## src/rtl/tt_um_req_arbiter_if.sv

```systemverilog
// Pin bundle of the Tiny Tapeout user slot used by the request arbiter.
// The harness side drives the inputs; the arbiter drives the outputs.
interface tt_um_req_arbiter_if;
  logic [7:0] ui_in;
  logic [7:0] uo_out;
  logic [7:0] uio_in;
  logic [7:0] uio_out;
  logic [7:0] uio_oe;
  logic       ena;

  modport master (
    output ui_in,
    output uio_in,
    output ena,
    input  uo_out,
    input  uio_out,
    input  uio_oe
  );

  modport slave (
    input  ui_in,
    input  uio_in,
    input  ena,
    output uo_out,
    output uio_out,
    output uio_oe
  );
endinterface

```

## src/rtl/tt_um_req_arbiter.sv

```systemverilog
// Four-requester round-robin / fixed-priority arbiter with grant-hold timeout.
// Requests are synchronised, then an IDLE/GRANT/RELEASE FSM sequences ownership.
module tt_um_req_arbiter #(
  parameter int unsigned HOLD_MAX = 8
) (
  input logic                  clk,
  input logic                  rst_n,
  tt_um_req_arbiter_if.slave   pins
);

  localparam int unsigned N_REQ  = 4;
  localparam int unsigned IDX_W  = 2;
  localparam int unsigned CNT_W  = 4;
  localparam int unsigned SYNC_W = 6;

  typedef enum logic [1:0] {
    ST_IDLE    = 2'd0,
    ST_GRANT   = 2'd1,
    ST_RELEASE = 2'd2
  } state_e;

  state_e              state_q, state_d;
  logic [SYNC_W-1:0]   sync1_q, sync2_q;
  logic                any_q;
  logic [N_REQ-1:0]    grant_q, grant_d;
  logic [IDX_W-1:0]    owner_q, owner_d;
  logic [IDX_W-1:0]    last_q, last_d;
  logic [CNT_W-1:0]    hold_q, hold_d;
  logic                flag_q, flag_d;

  logic [N_REQ-1:0]    sreq;
  logic                smode;
  logic                sclr;
  logic [IDX_W-1:0]    win_idx;
  logic [IDX_W-1:0]    rr_idx;
  logic                hold_expired;
  logic                timeout_set;
  logic                unused_ok;

  assign sreq  = sync2_q[N_REQ-1:0];
  assign smode = sync2_q[4];
  assign sclr  = sync2_q[5];

  // Two-flop synchroniser; any_q tracks |sreq as a flop of its own
  always_ff @(posedge clk or negedge rst_n) begin
    if (!rst_n) begin
      sync1_q <= '0;
      sync2_q <= '0;
      any_q   <= 1'b0;
    end else begin
      sync1_q <= pins.ui_in[SYNC_W-1:0];
      sync2_q <= sync1_q;
      any_q   <= |sync1_q[N_REQ-1:0];
    end
  end

  // Winner: fixed = lowest set bit; round-robin = first set bit after last owner
  always_comb begin
    win_idx = '0;
    rr_idx  = '0;
    if (smode) begin
      for (int i = N_REQ - 1; i >= 0; i--) begin
        if (sreq[i]) win_idx = IDX_W'(i);
      end
    end else begin
      for (int k = N_REQ; k >= 1; k--) begin
        rr_idx = last_q + IDX_W'(k);
        if (sreq[rr_idx]) win_idx = rr_idx;
      end
    end
  end

  assign hold_expired = (hold_q == CNT_W'(HOLD_MAX));

  // State register
  always_ff @(posedge clk or negedge rst_n) begin
    if (!rst_n) state_q <= ST_IDLE;
    else        state_q <= state_d;
  end

  // Next-state logic
  always_comb begin
    state_d = state_q;
    case (state_q)
      ST_IDLE:    if (|sreq) state_d = ST_GRANT;
      ST_GRANT:   if (!sreq[owner_q] || hold_expired) state_d = ST_RELEASE;
      ST_RELEASE: state_d = ST_IDLE;
      default:    state_d = ST_IDLE;
    endcase
  end

  // Output / datapath next values; grant and counter drop on entry to RELEASE
  always_comb begin
    grant_d     = grant_q;
    owner_d     = owner_q;
    last_d      = last_q;
    hold_d      = hold_q;
    timeout_set = 1'b0;
    case (state_q)
      ST_IDLE: begin
        if (|sreq) begin
          grant_d = N_REQ'(1) << win_idx;
          owner_d = win_idx;
          hold_d  = CNT_W'(1);
        end
      end
      ST_GRANT: begin
        if (!sreq[owner_q]) begin
          grant_d = '0;
          hold_d  = '0;
        end else if (hold_expired) begin
          grant_d     = '0;
          hold_d      = '0;
          timeout_set = 1'b1;
        end else begin
          hold_d = hold_q + CNT_W'(1);
        end
      end
      ST_RELEASE: begin
        grant_d = '0;
        hold_d  = '0;
        last_d  = owner_q;
      end
      default: begin
        grant_d = '0;
        hold_d  = '0;
      end
    endcase
    // A timeout in the same cycle as a clear request keeps the flag set
    if (timeout_set)  flag_d = 1'b1;
    else if (sclr)    flag_d = 1'b0;
    else              flag_d = flag_q;
  end

  // Datapath registers
  always_ff @(posedge clk or negedge rst_n) begin
    if (!rst_n) begin
      grant_q <= '0;
      owner_q <= '0;
      last_q  <= IDX_W'(N_REQ - 1);
      hold_q  <= '0;
      flag_q  <= 1'b0;
    end else begin
      grant_q <= grant_d;
      owner_q <= owner_d;
      last_q  <= last_d;
      hold_q  <= hold_d;
      flag_q  <= flag_d;
    end
  end

  assign pins.uo_out  = {flag_q, any_q, owner_q, grant_q};
  assign pins.uio_out = {4'b0000, hold_q};
  assign pins.uio_oe  = 8'h0F;

  assign unused_ok = &{1'b0, pins.ena, pins.uio_in, pins.ui_in[7:6]};

endmodule

```

## src/flat_wrapper.sv

```systemverilog
// flat-port wrapper written by rule: the top's interface ports become plain ports
module tt_um_req_arbiter_flat 
#(
  parameter int unsigned HOLD_MAX = 8
)
  (clk, rst_n, pins_ui_in, pins_uio_in, pins_ena, pins_uo_out, pins_uio_out, pins_uio_oe);
  tt_um_req_arbiter_if pins_i ();
  input logic clk;
  input logic rst_n;
  input wire logic [$bits(pins_i.ui_in)-1:0] pins_ui_in;
  input wire logic [$bits(pins_i.uio_in)-1:0] pins_uio_in;
  input wire logic [$bits(pins_i.ena)-1:0] pins_ena;
  output wire logic [$bits(pins_i.uo_out)-1:0] pins_uo_out;
  output wire logic [$bits(pins_i.uio_out)-1:0] pins_uio_out;
  output wire logic [$bits(pins_i.uio_oe)-1:0] pins_uio_oe;
  assign pins_i.ui_in = pins_ui_in;
  assign pins_i.uio_in = pins_uio_in;
  assign pins_i.ena = pins_ena;
  assign pins_uo_out = pins_i.uo_out;
  assign pins_uio_out = pins_i.uio_out;
  assign pins_uio_oe = pins_i.uio_oe;
  tt_um_req_arbiter #(.HOLD_MAX(HOLD_MAX)) u_core (.clk(clk), .rst_n(rst_n), .pins(pins_i));
endmodule
```

## config.mk

```make
export PLATFORM = sky130hd
export DESIGN_NAME = tt_um_req_arbiter_flat
export DESIGN_NICKNAME = d
export VERILOG_FILES = /design/src/rtl/tt_um_req_arbiter_if.sv /design/src/rtl/tt_um_req_arbiter.sv /design/src/flat_wrapper.sv
export SDC_FILE = /design/constraint.sdc
export NUM_CORES = 1
export LEC_CHECK = 0
export CORE_MARGIN = 5
export CORE_UTILIZATION = 40
export DETAILED_ROUTE_END_ITERATION = 8
export PLACE_DENSITY = 0.75
export SYNTH_ARGS = -nofsm -noshare
export SYNTH_HDL_FRONTEND = slang
export SYNTH_SLANG_ARGS = --single-unit
```

## constraint.sdc

```tcl
create_clock -name clk -period 1.4 [get_ports clk]
set_input_delay 0.28 -clock clk [delete_from_list [all_inputs] [get_ports clk]]
set_output_delay 0.28 -clock clk [all_outputs]
set_load 0.05 [all_outputs]
```

==> results.md <==
* Vias in the first global route at 904
* Clk buf depth at 2
* Via count at 929
* Async set or reset register ratio after synthesis at 1.00
* Ys flop type: dfrtp_1
* Number of synthesized flops with an enable pin at 0
* CP arrival at 1800 ps
* # IOs at 43
* Flops & latches, synth at 28
* Area grow syn2layout at 56.4%
* Fmax at 654 MHz
* Nets at 170
* Worst Path Required at 1670 ps
* R2r setup slk at -130 ps
* CTS sink count at 28
* CTS buffer count at 3
* Total Routing Usage GR at 0.134
* Width of the die at 66.0 um
* Later-pin clock latency in the skew report at 340 ps
* Initial Utilization at 0.415
* TritonCTS clock tree: built
* Routed len/inst at 14.5 um
* Leading area contributor after synthesis: dfrtp_1
* Seq/Total Area, Yosys at 0.560
* Post-route ant nets at 0
* Final Hold Vio Count at 0
* Design Area, Final at 1960 um2
* Core area at 3030 um2
* Mapped Area at 1260 um2
* Worst hold path type: in2async
* Antenna diodes at 0
* Total Neg Setup Slack at -936 ps
* Detail Placement HPWL at 1940 um
* H-tree levels at 1
* WL final at 2790 um
* CTS root buf: clkbuf_4
* Most instantiated cells after synthesis: dfrtp_1, buf_4, nand2_1, inv_1, o21ai_0
* Hold_buf cts at 0
* Yosys warns at 0
* Area contributors post-synth: dfrtp_1, buf_4, dfstp_2
* Count leader, synth: dfrtp_1
* Reg clk slew, reported paths at 160 ps
* Area fraction of the dominant cell type after synthesis at 0.518
* Status: complete, but fails checks
* First-pass GRT wire length at 4460 um
* First DRT Iteration DRCs at 31
* Pre-CTS WS at -140 ps
* Placed instance area at 1730 um2
* Avg Synthesized Cell Area at 11.7 um2
* RSZ-0062 raised after global routing: true
* Pwr dens at 1960 nW/um2
* R2r worst-path depth at 5
* Max Slew Vio Count at 0
* Critical R2R Launch: u_core.sync2_q[2]$_DFF_PN0_
* Gr ovfl total at 0
* Critical Path Fanout Max at 5
* R2R Path End: u_core.state_q[1]$_DFFE_PN0P_
* Final setup viols at 11
* IO buf count at 19
* Pin count of the biggest net entering global routing at 29
* Smallest setup slack after layout at -129 ps
* Critical Path Start Type: register
* Post-Syn Instances at 107
* Die area at 4360 um2
* Crit end category: register
* Clock Skew at 17.3 ps
* Initial antenna violation count at 0
* # rows at 20
* Maximum vdd drop at 1030 uV
* Tcrit/Tclk final at 1.09
* Via density per instance at 4.84
* WS Path Type: reg2reg
* Max cap viols at 0
* Violated checks: negative setup slack
* Post-synth cell types at 35
* Gpl congestion at 0.857
* Die height at 66.0 um
* DR pass1 iterations at 4
* Fraction of layout cells with a size suffix above 1 at 0.514
* DR DRC count at 0
* Tmin final at 1530 ps
* Pleak at 0.843 nW
==> stage by stage <==
step / utilization / hold WS (ps) / total power, W / std cells
after CTS: 0.606 / 269 / 0.00361 / 189
after global routing: 0.649 / 263 / 0.00407 / 192
after floorplan: - / -15.6 / 0.00219 / 117
after detailed placement: 0.571 / 336 / 0.00298 / 182
final: 0.649 / 263 / 0.00386 / 192
after global placement: 0.571 / 335 / 0.00293 / 182
==> per-layer routing <==
layer | vias to the layer above | part of all wire | track usage
li1 | 442 | - | -
met2 | 24 | 0.52 | 0.220
met4 | 0 | 0.0083 | 0.0305
met5 | - | 0 | 0
met3 | 2 | 0.047 | 0.0272
met1 | 461 | 0.43 | 0.181
==> cells in the final DEF (no fill, tap or decap), types with 2 or more instances in the layout <==
cell              n
a32o_1            2
buf_12           13
buf_4            12
buf_6             9
clkbuf_4          3
clkdlybuf4s50_1   7
conb_1           12
dfrtp_1          19
dfrtp_2           7
dfstp_2           2
inv_1             3
inv_2             2
mux2_4            2
mux2i_1           2
nand2_1           4
nand2_2           3
nand2b_1          2
nand3_1           2
nand3b_1          3
nor2_1            2
nor2_2            2
nor2b_1           2
o21ai_0           3
o22ai_2           2
o2bb2ai_1         2
==> registers in the layout, summed over array words and instances (netlist names) <==
| signal | cells |
|---|---|
| u_core.flag_q | 1 |
| u_core.hold_q | 4 |
| u_core.sync1_q | 6 |
| u_core.sync2_q | 6 |
| u_core.last_q | 2 |
| u_core.state_q | 2 |
| u_core.any_q | 1 |
| u_core.grant_q | 4 |
| u_core.owner_q | 2 |
==> cell families after synthesis <==
logic type               Yosys count  share of synthesized area
buffers and inverters             19                     0.0986
multiplexers                       6                     0.0508
AO/OA/AOI/OAI                     22                      0.132
adder cells (fa/ha/maj)            2                     0.0199
other                              2                    0.00598
flip-flops                        28                      0.560
AND/OR/NAND/NOR                   28                      0.132
==> report_power, final <==
part / total, W / internal, W / switching, W
Combinational: 0.00208 / 0.00106 / 0.00102
Clock: 0.000539 / 0.000290 / 0.000249
Sequential: 0.00124 / 0.00101 / 0.000230
Total: 0.00386 / 0.00236 / 0.00150
==> worst max-delay path, stage by stage (launching register included) <==
cell and delay [ps]:
dfrtp_2 470, buf_6 120, mux2_4 260, a2bb2oi_4 240
or2_4 200, and3b_1 160
==> what timing repair did <==
item                                    in CTS  in global routing
endpoints found under the setup margin      12                 16
resized for setup                            7                 23
setup buffers                                3                  3
pin swaps                                    3                  6
gates cloned                                 0                  0
==> worst max path at each step <==
stage                                       start                       endpoint
finish                u_core.sync2_q[2]$_DFF_PN0_  u_core.state_q[1]$_DFFE_PN0P_
global route          u_core.sync2_q[2]$_DFF_PN0_  u_core.state_q[1]$_DFFE_PN0P_
CTS                  u_core.last_q[1]$_DFFE_PN1N_  u_core.grant_q[1]$_DFFE_PN0P_
detailed placement   u_core.last_q[1]$_DFFE_PN1N_  u_core.owner_q[0]$_DFFE_PN0P_
global placement     u_core.last_q[1]$_DFFE_PN1N_  u_core.owner_q[0]$_DFFE_PN0P_
floorplan           u_core.owner_q[1]$_DFFE_PN0P_  u_core.grant_q[3]$_DFFE_PN0P_
==> cell type report <==
class / instances / area (um2)
Inverter: 5 / 18.8
Clock inverter: 1 / 30.0
Timing Repair Buffer: 41 / 522
Sequential cell: 28 / 712
Fill cell: 224 / 1060
Multi-Input combinational cell: 70 / 604
Tap cell: 44 / 55.1
Clock buffer: 3 / 22.5
(Power assumes the default switching activity.)
